`src/rtl/sha1_pkg.sv`:
```
// Shared constants, FSM state encoding and IV lookup for the SHA-1 padder slice.
package sha1_pkg;

  localparam logic [31:0] SHA1_H0 = 32'h67452301;
  localparam logic [31:0] SHA1_H1 = 32'hEFCDAB89;
  localparam logic [31:0] SHA1_H2 = 32'h98BADCFE;
  localparam logic [31:0] SHA1_H3 = 32'h10325476;
  localparam logic [31:0] SHA1_H4 = 32'hC3D2E1F0;

  localparam logic [7:0] PAD_BYTE = 8'h80;
  localparam logic [5:0] LEN_PTR  = 6'd56;

  typedef enum logic [2:0] {
    IDLE  = 3'd0,
    FILL  = 3'd1,
    PAD80 = 3'd2,
    PADZ  = 3'd3,
    LEN   = 3'd4,
    START = 3'd5,
    WAIT  = 3'd6,
    ACC   = 3'd7
  } state_e;

  function automatic logic [31:0] sha1_iv(input logic [2:0] idx);
    logic [31:0] v;
    case (idx)
      3'd0:    v = SHA1_H0;
      3'd1:    v = SHA1_H1;
      3'd2:    v = SHA1_H2;
      3'd3:    v = SHA1_H3;
      3'd4:    v = SHA1_H4;
      default: v = 32'h0000_0000;
    endcase
    return v;
  endfunction

endpackage

```
`src/rtl/sha1_msgbuf.sv`:
```
// 16x32 message block buffer: big-endian byte writes, a length-word write to
// words 14/15, and an asynchronous word read for the compression core.
module sha1_msgbuf (
  input  logic        clk,
  input  logic        i_byte_we,
  input  logic [5:0]  i_byte_addr,
  input  logic [7:0]  i_byte_data,
  input  logic        i_len_we,
  input  logic [63:0] i_len_data,
  input  logic [3:0]  i_raddr,
  output logic [31:0] o_rdata
);

  logic [31:0] r_mem [16];

  // Byte lane 0 of a word is its most significant byte.
  always_ff @(posedge clk) begin
    if (i_len_we) begin
      r_mem[14] <= i_len_data[63:32];
      r_mem[15] <= i_len_data[31:0];
    end else if (i_byte_we) begin
      case (i_byte_addr[1:0])
        2'd0:    r_mem[i_byte_addr[5:2]][31:24] <= i_byte_data;
        2'd1:    r_mem[i_byte_addr[5:2]][23:16] <= i_byte_data;
        2'd2:    r_mem[i_byte_addr[5:2]][15:8]  <= i_byte_data;
        2'd3:    r_mem[i_byte_addr[5:2]][7:0]   <= i_byte_data;
        default: r_mem[i_byte_addr[5:2]][7:0]   <= i_byte_data;
      endcase
    end else begin
      r_mem[0] <= r_mem[0];
    end
  end

  assign o_rdata = r_mem[i_raddr];

endmodule

```
`src/rtl/sha1_padder.sv`:
```
// SHA-1 message padder and block sequencer: fills the block buffer, runs the
// external compression core one block at a time and accumulates the digest.
module sha1_padder
  import sha1_pkg::*;
#(
  parameter int CNT_W = 61
) (
  input  logic         clk,
  input  logic         nrst,
  input  logic         s_valid,
  output logic         s_ready,
  input  logic [7:0]   s_data,
  input  logic         s_last,
  output logic [159:0] digest,
  output logic         digest_valid,
  output logic         busy,
  output logic         core_restart,
  output logic [31:0]  core_h0,
  output logic [31:0]  core_h1,
  output logic [31:0]  core_h2,
  output logic [31:0]  core_h3,
  output logic [31:0]  core_h4,
  input  logic [3:0]   core_raddr,
  output logic [31:0]  core_word,
  input  logic         core_ready,
  input  logic [31:0]  core_a,
  input  logic [31:0]  core_b,
  input  logic [31:0]  core_c,
  input  logic [31:0]  core_d,
  input  logic [31:0]  core_e
);

  state_e             r_state;
  state_e             w_state_nxt;
  state_e             r_nxt;
  state_e             w_nxt_val;
  logic               w_nxt_we;
  logic [5:0]         r_ptr;
  logic [CNT_W-1:0]   r_cnt;
  logic               r_final;
  logic [31:0]        r_h     [5];
  logic [31:0]        w_core_x[5];
  logic [31:0]        w_sum   [5];
  logic               r_s_ready;
  logic               r_busy;
  logic               r_digest_valid;
  logic [159:0]       r_digest;
  logic               w_accept;
  logic               w_wrap;
  logic               w_byte_we;
  logic [7:0]         w_byte_data;
  logic               w_len_we;
  logic               w_restart;
  logic [63:0]        w_len;

  // r_s_ready is only ever high while the FSM sits in IDLE or FILL.
  assign w_accept = s_valid & r_s_ready;
  assign w_wrap   = (r_ptr == 6'd63);
  assign w_len    = 64'({r_cnt, 3'b000});

  assign w_core_x[0] = core_a;
  assign w_core_x[1] = core_b;
  assign w_core_x[2] = core_c;
  assign w_core_x[3] = core_d;
  assign w_core_x[4] = core_e;

  always_comb begin
    for (int i = 0; i < 5; i++) begin
      w_sum[i] = r_h[i] + w_core_x[i];
    end
  end

  // State register.
  always_ff @(posedge clk or negedge nrst) begin
    if (!nrst) begin
      r_state <= IDLE;
      r_nxt   <= IDLE;
    end else begin
      r_state <= w_state_nxt;
      if (w_nxt_we) begin
        r_nxt <= w_nxt_val;
      end
    end
  end

  // Next-state logic; w_nxt_* records where to resume after a full block.
  always_comb begin
    w_state_nxt = r_state;
    w_nxt_we    = 1'b0;
    w_nxt_val   = r_nxt;
    case (r_state)
      IDLE, FILL: begin
        if (w_accept) begin
          if (w_wrap) begin
            w_state_nxt = START;
            w_nxt_we    = 1'b1;
            if (s_last) begin
              w_nxt_val = PAD80;
            end else begin
              w_nxt_val = FILL;
            end
          end else if (s_last) begin
            w_state_nxt = PAD80;
          end else begin
            w_state_nxt = FILL;
          end
        end else begin
          w_state_nxt = r_state;
        end
      end
      PAD80: begin
        if (w_wrap) begin
          w_state_nxt = START;
          w_nxt_we    = 1'b1;
          w_nxt_val   = PADZ;
        end else begin
          w_state_nxt = PADZ;
        end
      end
      PADZ: begin
        if (r_ptr == LEN_PTR) begin
          w_state_nxt = LEN;
        end else if (w_wrap) begin
          w_state_nxt = START;
          w_nxt_we    = 1'b1;
          w_nxt_val   = PADZ;
        end else begin
          w_state_nxt = PADZ;
        end
      end
      LEN:   w_state_nxt = START;
      START: begin
        if (core_ready) begin
          w_state_nxt = WAIT;
        end else begin
          w_state_nxt = START;
        end
      end
      WAIT: begin
        if (core_ready) begin
          w_state_nxt = ACC;
        end else begin
          w_state_nxt = WAIT;
        end
      end
      ACC: begin
        if (r_final) begin
          w_state_nxt = IDLE;
        end else begin
          w_state_nxt = r_nxt;
        end
      end
      default: w_state_nxt = IDLE;
    endcase
  end

  // Per-state buffer writes and core handshake.
  always_comb begin
    w_byte_we   = 1'b0;
    w_byte_data = s_data;
    w_len_we    = 1'b0;
    w_restart   = 1'b0;
    case (r_state)
      IDLE, FILL: begin
        w_byte_we   = w_accept;
        w_byte_data = s_data;
      end
      PAD80: begin
        w_byte_we   = 1'b1;
        w_byte_data = PAD_BYTE;
      end
      PADZ: begin
        w_byte_we   = (r_ptr != LEN_PTR);
        w_byte_data = 8'h00;
      end
      LEN:     w_len_we  = 1'b1;
      START:   w_restart = core_ready;
      default: w_byte_we = 1'b0;
    endcase
  end

  // Pointer, byte count, chaining values and digest.
  always_ff @(posedge clk or negedge nrst) begin
    if (!nrst) begin
      r_ptr    <= 6'd0;
      r_cnt    <= '0;
      r_final  <= 1'b0;
      r_digest <= 160'd0;
      for (int i = 0; i < 5; i++) begin
        r_h[i] <= sha1_iv(3'(i));
      end
    end else if (r_state == ACC) begin
      if (r_final) begin
        r_digest <= {w_sum[0], w_sum[1], w_sum[2], w_sum[3], w_sum[4]};
        r_ptr    <= 6'd0;
        r_cnt    <= '0;
        r_final  <= 1'b0;
        for (int i = 0; i < 5; i++) begin
          r_h[i] <= sha1_iv(3'(i));
        end
      end else begin
        for (int i = 0; i < 5; i++) begin
          r_h[i] <= w_sum[i];
        end
      end
    end else begin
      if (w_byte_we) begin
        r_ptr <= r_ptr + 6'd1;
      end
      if (w_accept) begin
        r_cnt <= r_cnt + {{(CNT_W-1){1'b0}}, 1'b1};
      end
      if (r_state == LEN) begin
        r_final <= 1'b1;
      end
    end
  end

  // Status outputs registered from the next state so they track the FSM.
  always_ff @(posedge clk or negedge nrst) begin
    if (!nrst) begin
      r_s_ready      <= 1'b0;
      r_busy         <= 1'b0;
      r_digest_valid <= 1'b0;
    end else begin
      r_s_ready      <= (w_state_nxt == IDLE) || (w_state_nxt == FILL);
      r_busy         <= (w_state_nxt != IDLE);
      r_digest_valid <= (r_state == ACC) && r_final;
    end
  end

  sha1_msgbuf u_msgbuf (
    .clk         (clk),
    .i_byte_we   (w_byte_we),
    .i_byte_addr (r_ptr),
    .i_byte_data (w_byte_data),
    .i_len_we    (w_len_we),
    .i_len_data  (w_len),
    .i_raddr     (core_raddr),
    .o_rdata     (core_word)
  );

  assign s_ready      = r_s_ready;
  assign busy         = r_busy;
  assign digest       = r_digest;
  assign digest_valid = r_digest_valid;
  assign core_restart = w_restart;
  assign core_h0      = r_h[0];
  assign core_h1      = r_h[1];
  assign core_h2      = r_h[2];
  assign core_h3      = r_h[3];
  assign core_h4      = r_h[4];

endmodule

```
`config.mk`:
```
export PLATFORM = sky130hd
export DESIGN_NAME = sha1_padder
export DESIGN_NICKNAME = d
export VERILOG_FILES = /design/src/rtl/sha1_pkg.sv /design/src/rtl/sha1_msgbuf.sv /design/src/rtl/sha1_padder.sv
export SDC_FILE = /design/constraint.sdc
export NUM_CORES = 1
export LEC_CHECK = 0
export CAP_MARGIN = 20
export CORE_ASPECT_RATIO = 1.75
export CORE_MARGIN = 5
export CORE_UTILIZATION = 35
export CTS_CLUSTER_SIZE = 25
export DETAILED_ROUTE_END_ITERATION = 10
export DONT_BUFFER_PORTS = 1
export PLACE_DENSITY = 0.55
export SLEW_MARGIN = 20
export SYNTH_ARGS = -nofsm -noshare
export SYNTH_HDL_FRONTEND = slang
export SYNTH_SLANG_ARGS = --single-unit
```
`constraint.sdc`:
```
create_clock -name clk -period 8.5 [get_ports clk]
set_input_delay 2.125 -clock clk [delete_from_list [all_inputs] [get_ports clk]]
set_output_delay 2.125 -clock clk [all_outputs]
set_load 0.02 [all_outputs]
```
==> results of run 1 <==
-- sequential cells by signal (all words and copies together) (netlist names), 2 cells and up --
register,cells
r_cnt,61
r_nxt,2
digest,160
core_h2,32
core_h1,32
u_msgbuf.r_mem,512
r_state,3
core_h0,32
core_h3,32
r_ptr,6
core_h4,32
-- logic make-up after synthesis --
family | synth area share
AO/OA/AOI/OAI | 0.126
adder cells (fa/ha/maj) | 0.0485
multiplexers | 0.0892
XOR/XNOR | 0.0288
AND/OR/NAND/NOR | 0.102
flip-flops | 0.586
buffers and inverters | 0.0196
-- metal layers --
layer / up-vias / global-route usage / part of all wire
li1: 13100 / - / -
met1: 14400 / 0.210 / 0.33
met2: 968 / 0.395 / 0.53
met3: 244 / 0.0925 / 0.10
met4: 34 / 0.0858 / 0.041
met5: - / 0 / 0.0020
-- area by class of cell --
type	count	share of cell area
Sequential cell	908	0.524
Multi-Input combinational cell	2378	0.354
Clock buffer	114	0.0508
Tap cell	1634	0.0422
Clock inverter	49	0.0143
Timing Repair Buffer	52	0.00873
Inverter	55	0.00426
Antenna cell	21	0.00109
-- cell usage after synthesis, types with 10 or more instances --
master    number  share of area
dfstp_2       80          0.048
xor2_1        72          0.015
o31ai_1       29         0.0050
edfxtp_1     512           0.35
buf_1         24         0.0021
a22o_1        10         0.0020
a21oi_1      201          0.023
o211ai_1      26         0.0045
clkbuf_1      98         0.0085
o21a_1        15         0.0026
nand2_1      477          0.041
nor3_1        30         0.0035
o21bai_1      28         0.0048
ha_1         160          0.046
a21o_1        82          0.014
mux4_2       160          0.083
mux2_2        10         0.0026
and3_1        37         0.0053
dfrtp_1      316           0.18
nor2_1       228          0.020
nand3_1       99          0.011
o21ai_0      363          0.042
a211oi_1      20         0.0035
nor2b_1       16         0.0023
buf_2         31         0.0036
nand4_1       26         0.0038
xnor2_1       63          0.013
inv_1         53         0.0046
mux2i_1       15         0.0035
nand2b_1      14         0.0020
a31oi_1       30         0.0043
or3_1         16         0.0023
-- path summary, 6_finish.rpt --
kind	start	end	slack [ns]	depth (start not counted)
worst max-delay path	core_raddr[0]	core_word[0]	3.00	2
worst min-delay path	r_nxt[0]	r_nxt[0]	0.50	2
worst max register to register	core_h3[0]	digest[62]	4.57	11
worst min register to register	r_nxt[0]	r_nxt[0]	0.50	2
max in group asynchronous	nrst	digest[85]	6.31	0
min in group asynchronous	nrst	digest[50]	1.15	0
-- cell usage in the layout (no fill, tap or decap), drive strengths merged, types with 30 or more instances in the layout --
master / Yosys / final
nand3: 104 / 104
nor2: 230 / 230
nand2: 477 / 477
buf: 59 / 52
a21o: 83 / 83
a21oi: 201 / 201
dfrtp: 316 / 316
xnor2: 63 / 63
dfstp: 80 / 80
a31oi: 30 / 30
edfxtp: 512 / 512
inv: 53 / 60
o21ai: 372 / 372
clkbuf: 98 / 114
xor2: 72 / 72
and3: 37 / 37
mux4: 160 / 160
ha: 160 / 160
nor3: 34 / 34
-- power groups by stage --
| stage | registers [mW] | clock network, mW | logic (mW) |
|---|---|---|---|
| 3_3_place_gp | 7.99 | 0 | 4.89 |
| 6_report | 7.90 | 4.28 | 4.97 |
| 3_5_place_dp | 7.98 | 0 | 4.96 |
| 4_1_cts | 7.92 | 4.38 | 4.98 |
| 5_1_grt | 8.03 | 4.55 | 5.52 |
| 2_1_floorplan | 7.27 | 0 | 3.68 |
-- through the flow --
stage          utilization  worst slack (ns)  power (mW)  hold WS, ns
2_1_floorplan            -              2.34        11.0        0.450
3_3_place_gp         0.368              3.06        12.9        0.466
3_5_place_dp         0.368              3.05        12.9        0.482
4_1_cts              0.393              3.05        17.3        0.500
5_1_grt              0.394              3.03        18.1        0.507
6_report             0.394              3.00        17.1        0.503
==> impl_metrics.env, run 1 <==
export IMPL_post_route_period_util=0.647
export IMPL_grt_pass1_vias=29900
export IMPL_synthFlopType="edfxtp_1"
export IMPL_drive_above_1_share=0.142
export IMPL_power_frac_seq=0.461
export IMPL_path_max_fanout=128
export IMPL_antenna_found_initial=37
export IMPL_seq_area_mm2=0.0254
export IMPL_ir_drop_v=0.000231
export IMPL_cts_resized=0
export IMPL_internal_power_mw=10.1
export IMPL_post_cts_setup_buffers=0
export IMPL_root_buffer="clkbuf_16"
export IMPL_cts_tree="built"
export IMPL_min_path_type="reg -> reg"
export IMPL_core_area_mm2=0.123
export IMPL_leakagePower_nw=18.5
export IMPL_syn_nets=3840
export IMPL_slowest_stage="mux4_2"
export IMPL_synth_edff_count=512
export IMPL_vias=28800
export IMPL_grt_usage=0.214
export IMPL_cp_required_ns=6.38
export IMPL_ios=533
export IMPL_path_class="in -> out"
export IMPL_synth_avg_cell_area_um2=12.4
export IMPL_numCtsBuffers=87
export IMPL_htree_levels=3
export IMPL_postRouteWirelength_mm=144
export IMPL_cp_start_kind="input port"
export IMPL_via_per_inst=5.52
export IMPL_critical_path_top_delay_family="multiplexers"
export IMPL_cts_max_path_buffers=3
export IMPL_fin_skew_ns=0.0349
export IMPL_place_area_mm2=0.0452
export IMPL_cts_hold_buf=0
export IMPL_nFillCells=11700
export IMPL_gp_congestion=0.938
export IMPL_synth_seq_area_share=0.586
export IMPL_grt_max_degree=397
export IMPL_swShare=0.409
export IMPL_crit_path_frequent_cell="mux4_2"
export IMPL_crit_arrival_ns=3.37
export IMPL_clk_pin_slew_ns=0.06
export IMPL_cp_cell_sequence="mux4_2, mux4_2"
export IMPL_die_y_um=476
export IMPL_worst_pin_slew_ns=1.27
export IMPL_power_switching_mw=7.01
export IMPL_netlist_instances=3498
export IMPL_max_slew_margin=0.153
export IMPL_period_needed_ns=5.50
export IMPL_drt_iter0_markers=2059
export IMPL_wl_per_cell_um=27.6
export IMPL_ys_types=93
export IMPL_synth_area_mm2=0.0433
export IMPL_rsz0062_at_grt="no"
export IMPL_max_freq_mhz=182
export IMPL_port_buffers=0
export IMPL_grt_pass1_wl_mm=209
export IMPL_stdcell_count=5211
export IMPL_cp_buffers_inverters=0
export IMPL_cts_sinks=908
export IMPL_finalNetCount=3824
export IMPL_clkPwrFrac=0.249
export IMPL_place_inst=5026
export IMPL_die_area_mm2=0.131
export IMPL_fin_tns_setup_ns=0
export IMPL_clk_latency_ns=0.69
export IMPL_end_kind="output port"
export IMPL_hold_viol_final=0
export IMPL_final_cell_area_mm2=0.0484
export IMPL_power_density_mw_per_mm2=354
export IMPL_fp_dieW_um=276
export IMPL_async_reset_ff_frac=0.436
export IMPL_slowest_delay_ns=0.62
export IMPL_dp_hpwl_mm=106
export IMPL_comb_power_share=0.290
export IMPL_drtPass1Iterations=6
export IMPL_drv_slew=0
export IMPL_drc=0
export IMPL_synth_warnings=0
export IMPL_drtAntennaViolNets=0
export IMPL_area_delta_synth_final_pct=11.7
export IMPL_setup_violations=0
export IMPL_maxCapViolations=0
export IMPL_multi_input_area_mm2=0.0172
export IMPL_initial_core_util=0.353
export IMPL_rows=170
export IMPL_status="finished clean"
export IMPL_overflow=0
export IMPL_ys_ff_latch=908
(Power assumes the default switching activity.)
==> run 2, diff against run 1 <==
clock period = 5.25 ns   (was 8.5 ns; I/O delays follow)
==> run 2 against run 1 <==
Effect of this change: cell count fell by 0.38%; highest routed layer unchanged; critical path depth did not move; register-to-register slack got worse by 3.0 ns; critical path type unchanged.
==> impl_metrics.env, run 2 (synthesis results as in run 1) <==
export IMPL_status="finished clean"
export IMPL_die_area_mm2=0.131
export IMPL_fin_tns_setup_ns=0
export IMPL_core_area_mm2=0.123
export IMPL_grt_pass1_vias=29900
export IMPL_drtAntennaViolNets=0
export IMPL_antenna_found_initial=27
export IMPL_clk_latency_ns=0.67
export IMPL_regMostFlops="u_msgbuf.r_mem"
export IMPL_post_cts_setup_buffers=0
export IMPL_cp_cell_sequence="mux4_2, mux4_2"
export IMPL_area_delta_synth_final_pct=10.9
export IMPL_crit_arrival_ns=2.67
export IMPL_max_slew_margin=0.256
export IMPL_layout_common_cells="512 x edfxtp_1, 475 x nand2_1, 363 x o21ai_0"
export IMPL_final_common_cell="edfxtp_1"
export IMPL_root_buffer="clkbuf_16"
export IMPL_slowest_stage="mux4_2"
export IMPL_drc=0
export IMPL_cts_sinks=908
export IMPL_path_class="in -> out"
export IMPL_power_density_mw_per_mm2=568
export IMPL_cp_start_kind="input port"
export IMPL_period_needed_ns=3.98
export IMPL_stdcell_count=5191
export IMPL_min_path_type="in -> async"
export IMPL_die_y_um=476
export IMPL_drtPass1Iterations=5
export IMPL_end_kind="output port"
export IMPL_vias=28400
export IMPL_htree_levels=3
export IMPL_gp_congestion=0.933
export IMPL_overflow=0
export IMPL_fin_skew_ns=0.0176
export IMPL_critical_path_top_delay_family="multiplexers"
export IMPL_drive_above_1_share=0.133
export IMPL_path_max_fanout=128
export IMPL_largest_reg_flops=512
export IMPL_nFillCells=11900
export IMPL_initial_core_util=0.353
export IMPL_setup_violations=0
export IMPL_postRouteWirelength_mm=139
export IMPL_grt_pass1_wl_mm=203
export IMPL_seq_area_mm2=0.0254
export IMPL_dp_hpwl_mm=103
export IMPL_cp_buffers_inverters=0
export IMPL_crit_path_frequent_cell="mux4_2"
export IMPL_ios=533
export IMPL_grt_usage=0.206
export IMPL_rows=170
export IMPL_ir_drop_v=0.000400
export IMPL_fp_dieW_um=276
export IMPL_cts_hold_buf=0
export IMPL_post_route_period_util=0.759
export IMPL_cp_required_ns=3.94
export IMPL_multi_input_area_mm2=0.0172
export IMPL_fin_util=0.391
export IMPL_grt_max_degree=397
export IMPL_drt_iter0_markers=1643
export IMPL_maxCapViolations=0
export IMPL_hold_slack_ns=0.346
export IMPL_via_per_inst=5.47
export IMPL_max_freq_mhz=251
export IMPL_numCtsBuffers=87
export IMPL_place_inst=5010
export IMPL_cts_resized=0
export IMPL_worst_pin_slew_ns=1.12
export IMPL_leakagePower_nw=18.3
export IMPL_port_buffers=0
export IMPL_slowest_delay_ns=0.64
export IMPL_rsz0062_at_grt="no"
export IMPL_clk_pin_slew_ns=0.06
export IMPL_cts_tree="built"
export IMPL_wl_per_cell_um=26.7
export IMPL_cts_max_path_buffers=3
export IMPL_finalNetCount=3809
export IMPL_hold_viol_final=0
export IMPL_drv_slew=0
-- run 2: cell types whose count changed in the layout (fill, tap and decap cells not counted), moves of 2 or more --
| cell | delta |
|---|---|
| nor2_2 | -6 |
| inv_16 | -2 |
| clkbuf_8 | -8 |
| clkinvlp_4 | +2 |
| clkbuf_1 | +7 |
| inv_1 | -2 |
| bufinv_16 | -5 |
| clkinv_1 | +6 |
| inv_6 | -2 |
| nor2_1 | +6 |
| diode_2 | -2 |
| buf_4 | -15 |
-- run 2: per-layer routing --
layer | part of all wire | track usage | vias up
met3 | 0.10 | 0.0922 | 230
li1 | - | - | 13000
met2 | 0.53 | 0.383 | 884
met1 | 0.33 | 0.201 | 14200
met4 | 0.037 | 0.0753 | 16
met5 | 0.00092 | 0 | -
-- run 2: path summary, 6_finish.rpt --
path | start | end | slack, ns | cells after the start
max | core_raddr[0] | core_word[15] | 1.27 | 2
min | nrst | digest[5] | 0.35 | 0
max reg2reg | core_h3[0] | core_h3[30] | 1.54 | 11
min reg2reg | r_nxt[0] | r_nxt[0] | 0.48 | 2
max in group asynchronous | nrst | core_h1[12] | 3.99 | 0
min in group clk | r_nxt[0] | r_nxt[0] | 0.48 | 2
-- run 2: power breakdown --
| part | leakage (nW) | internal, mW | switching (mW) |
|---|---|---|---|
| logic | 7.78 | 2.97 | 5.07 |
| clock network | 1.42 | 3.65 | 2.86 |
| registers | 9.11 | 9.45 | 3.34 |
-- run 2: metrics by stage --
stage / total power [mW] / area (µm²) / setup slack (ns)
after CTS: 27.5 / 48000 / 1.39
after global placement: 20.8 / 45100 / 0.849
after floorplan: 17.7 / 43300 / 0.718
after global routing: 28.9 / 48100 / 1.30
after detailed placement: 20.9 / 45100 / 0.837
final: 27.3 / 48100 / 1.27
-- run 2: cell type report --
class,count,share of cell area
repair buffers,37,0.00661
inverters,55,0.00429
flip-flops and latches,908,0.528
clock inverters,46,0.0108
clock buffers,114,0.0499
diodes,19,0.000989
multi-input cells,2378,0.357
well taps,1634,0.0425
==> run 3, diff against run 2 <==
PLACE_DENSITY = 0.57   (was 0.55)
clock period = 3.5 ns   (was 5.25 ns; I/O delays follow)
==> run 3 against run 2 <==
Effect of this change: the run now ends with hold timing left; first-iteration DRC count rose by 2.4%; sequential power rose by 50%; clock-buffer cell count rose by 2; cell count rose by 2.3%; non-clock buffer count rose by 131; wire length rose by 0.42%; via count rose by 1.7%; sequential share of layout area fell by 0.98 points; utilization rose by 0.74 points; largest power group unchanged.
==> impl_metrics.env, run 3 (synthesis results as in run 1) <==
export IMPL_numCtsBuffers=87
export IMPL_cts_resized=0
export IMPL_regMostFlops="u_msgbuf.r_mem"
export IMPL_failed_checks="hold timing"
export IMPL_post_route_period_util=0.915
export IMPL_post_cts_setup_buffers=0
export IMPL_postRouteWirelength_mm=139
export IMPL_end_kind="flip-flop"
export IMPL_root_buffer="clkbuf_16"
export IMPL_fin_ws_ns=0.299
export IMPL_cts_tree="built"
export IMPL_worst_pin_slew_ns=1.35
export IMPL_slowest_delay_ns=0.64
export IMPL_reg2reg_to="digest[63]"
export IMPL_via_per_inst=5.44
export IMPL_grt_max_degree=397
export IMPL_overflow=0
export IMPL_setup_violations=0
export IMPL_clk_pin_slew_ns=0.07
export IMPL_leakagePower_nw=19.0
export IMPL_slowest_stage="dfstp_2"
export IMPL_clk_latency_ns=0.69
export IMPL_maxCapViolations=0
export IMPL_cts_max_path_buffers=3
export IMPL_ir_drop_v=0.000557
export IMPL_r2r_start="core_h3[2]"
export IMPL_htree_levels=3
export IMPL_dp_hpwl_mm=106
export IMPL_final_common_cell="edfxtp_1"
export IMPL_dp_slack_ns=-0.175
export IMPL_max_slew_margin=0.100
export IMPL_rsz0062_at_grt="no"
export IMPL_cp_start_kind="flip-flop"
export IMPL_drv_slew=0
export IMPL_crit_arrival_ns=3.75
export IMPL_layout_common_cells="512 x edfxtp_1, 475 x nand2_1, 363 x o21ai_0"
export IMPL_hold_slack_ns=-0.112
export IMPL_initial_core_util=0.353
export IMPL_grt_pass1_vias=30000
export IMPL_crit_start="core_h3[2]"
export IMPL_cp_cell_sequence="ha_1, o21ai_0, nor2_1, o2111ai_2, a311oi_2, o211ai_2, a211oi_2, o2111ai_1, and4_1, a211o_1"
export IMPL_drtPass1Iterations=5
export IMPL_crit_end="digest[63]"
export IMPL_fp_dieW_um=276
export IMPL_path_class="reg -> reg"
export IMPL_drive_above_1_share=0.164
export IMPL_port_buffers=0
export IMPL_period_needed_ns=3.20
export IMPL_r2r_slack_ns=0.30
export IMPL_ios=533
export IMPL_core_area_mm2=0.123
export IMPL_fin_util=0.398
export IMPL_largest_reg_flops=512
export IMPL_die_area_mm2=0.131
export IMPL_min_path_type="in -> async"
export IMPL_area_delta_synth_final_pct=13.0
export IMPL_cts_sinks=908
export IMPL_fin_skew_ns=0.0323
export IMPL_die_y_um=476
export IMPL_grt_pass1_wl_mm=204
export IMPL_status="finished, violations left"
export IMPL_drt_iter0_markers=1683
export IMPL_r2r_cells=10
export IMPL_gp_congestion=0.949
export IMPL_antenna_found_initial=12
export IMPL_drc=0
export IMPL_drtAntennaViolNets=0
export IMPL_power_density_mw_per_mm2=851
export IMPL_hold_viol_final=59
export IMPL_path_max_fanout=5
export IMPL_wl_per_cell_um=26.2
export IMPL_grt_usage=0.207
export IMPL_cp_required_ns=4.05
export IMPL_vias=28900
export IMPL_max_freq_mhz=312
export IMPL_rows=170
export IMPL_finalNetCount=3940
run 3: cell types whose count changed in the layout (fill, tap and decap cells not counted), moves of 3 or more:
cell      delta
clkinv_4     -4
inv_8        +3
diode_2     -14
buf_12       +3
buf_4      +130
run 3: area by class of cell:
class	instances	area (µm²)
Timing Repair Buffer	168	1300
Tap cell	1634	2040
Sequential cell	908	25400
Multi-Input combinational cell	2378	17200
Inverter	55	206
Antenna cell	5	12.5
Clock buffer	116	2420
Clock inverter	46	474
Fill cell	11700	74000
run 3: routing by layer:
layer	vias up	GRT usage	wire [µm]
met4	16	0.0858	6100
met3	237	0.0949	14900
met5	-	0	124
met1	14400	0.194	43900
met2	893	0.387	74300
li1	13300	-	-
run 3: worst min-delay path by stage:
stage,end,slack (ns)
2_1_floorplan,r_nxt[0],0.45
3_3_place_gp,r_nxt[0],0.47
3_5_place_dp,r_nxt[1],0.48
4_1_cts,digest[50],-0.17
5_1_grt,digest[50],-0.15
6_report,digest[50],-0.11
run 3: report_power, final:
group / internal (mW) / switching (mW) / total [mW] / leakage, nW
logic: 4.94 / 7.88 / 12.8 / 8.44
registers: 14.2 / 5.03 / 19.2 / 9.11
clock network: 5.37 / 4.31 / 9.68 / 1.41
run 3: through the flow:
step / instances / hold slack [ns] / area, µm² / TNS, ns / total power [mW]
after floorplan: 3498 / 0.450 / 43400 / 0 / 26.6
after global placement: 5143 / 0.469 / 46100 / -0.603 / 32.0
after detailed placement: 5143 / 0.475 / 46100 / -0.866 / 32.2
after CTS: 5305 / -0.170 / 49000 / 0 / 42.0
after global routing: 5308 / -0.152 / 49000 / 0 / 44.0
final: 5310 / -0.112 / 49000 / 0 / 41.7
run 3: critical path: cells and delay by family (launching register included):
family | cells | cell delay, ns
adders and majority gates | 1 | 0.27
DFF | 1 | 0.64
and+or+nand+nor | 2 | 0.54
AOI/OAI and AO/OA | 7 | 1.63
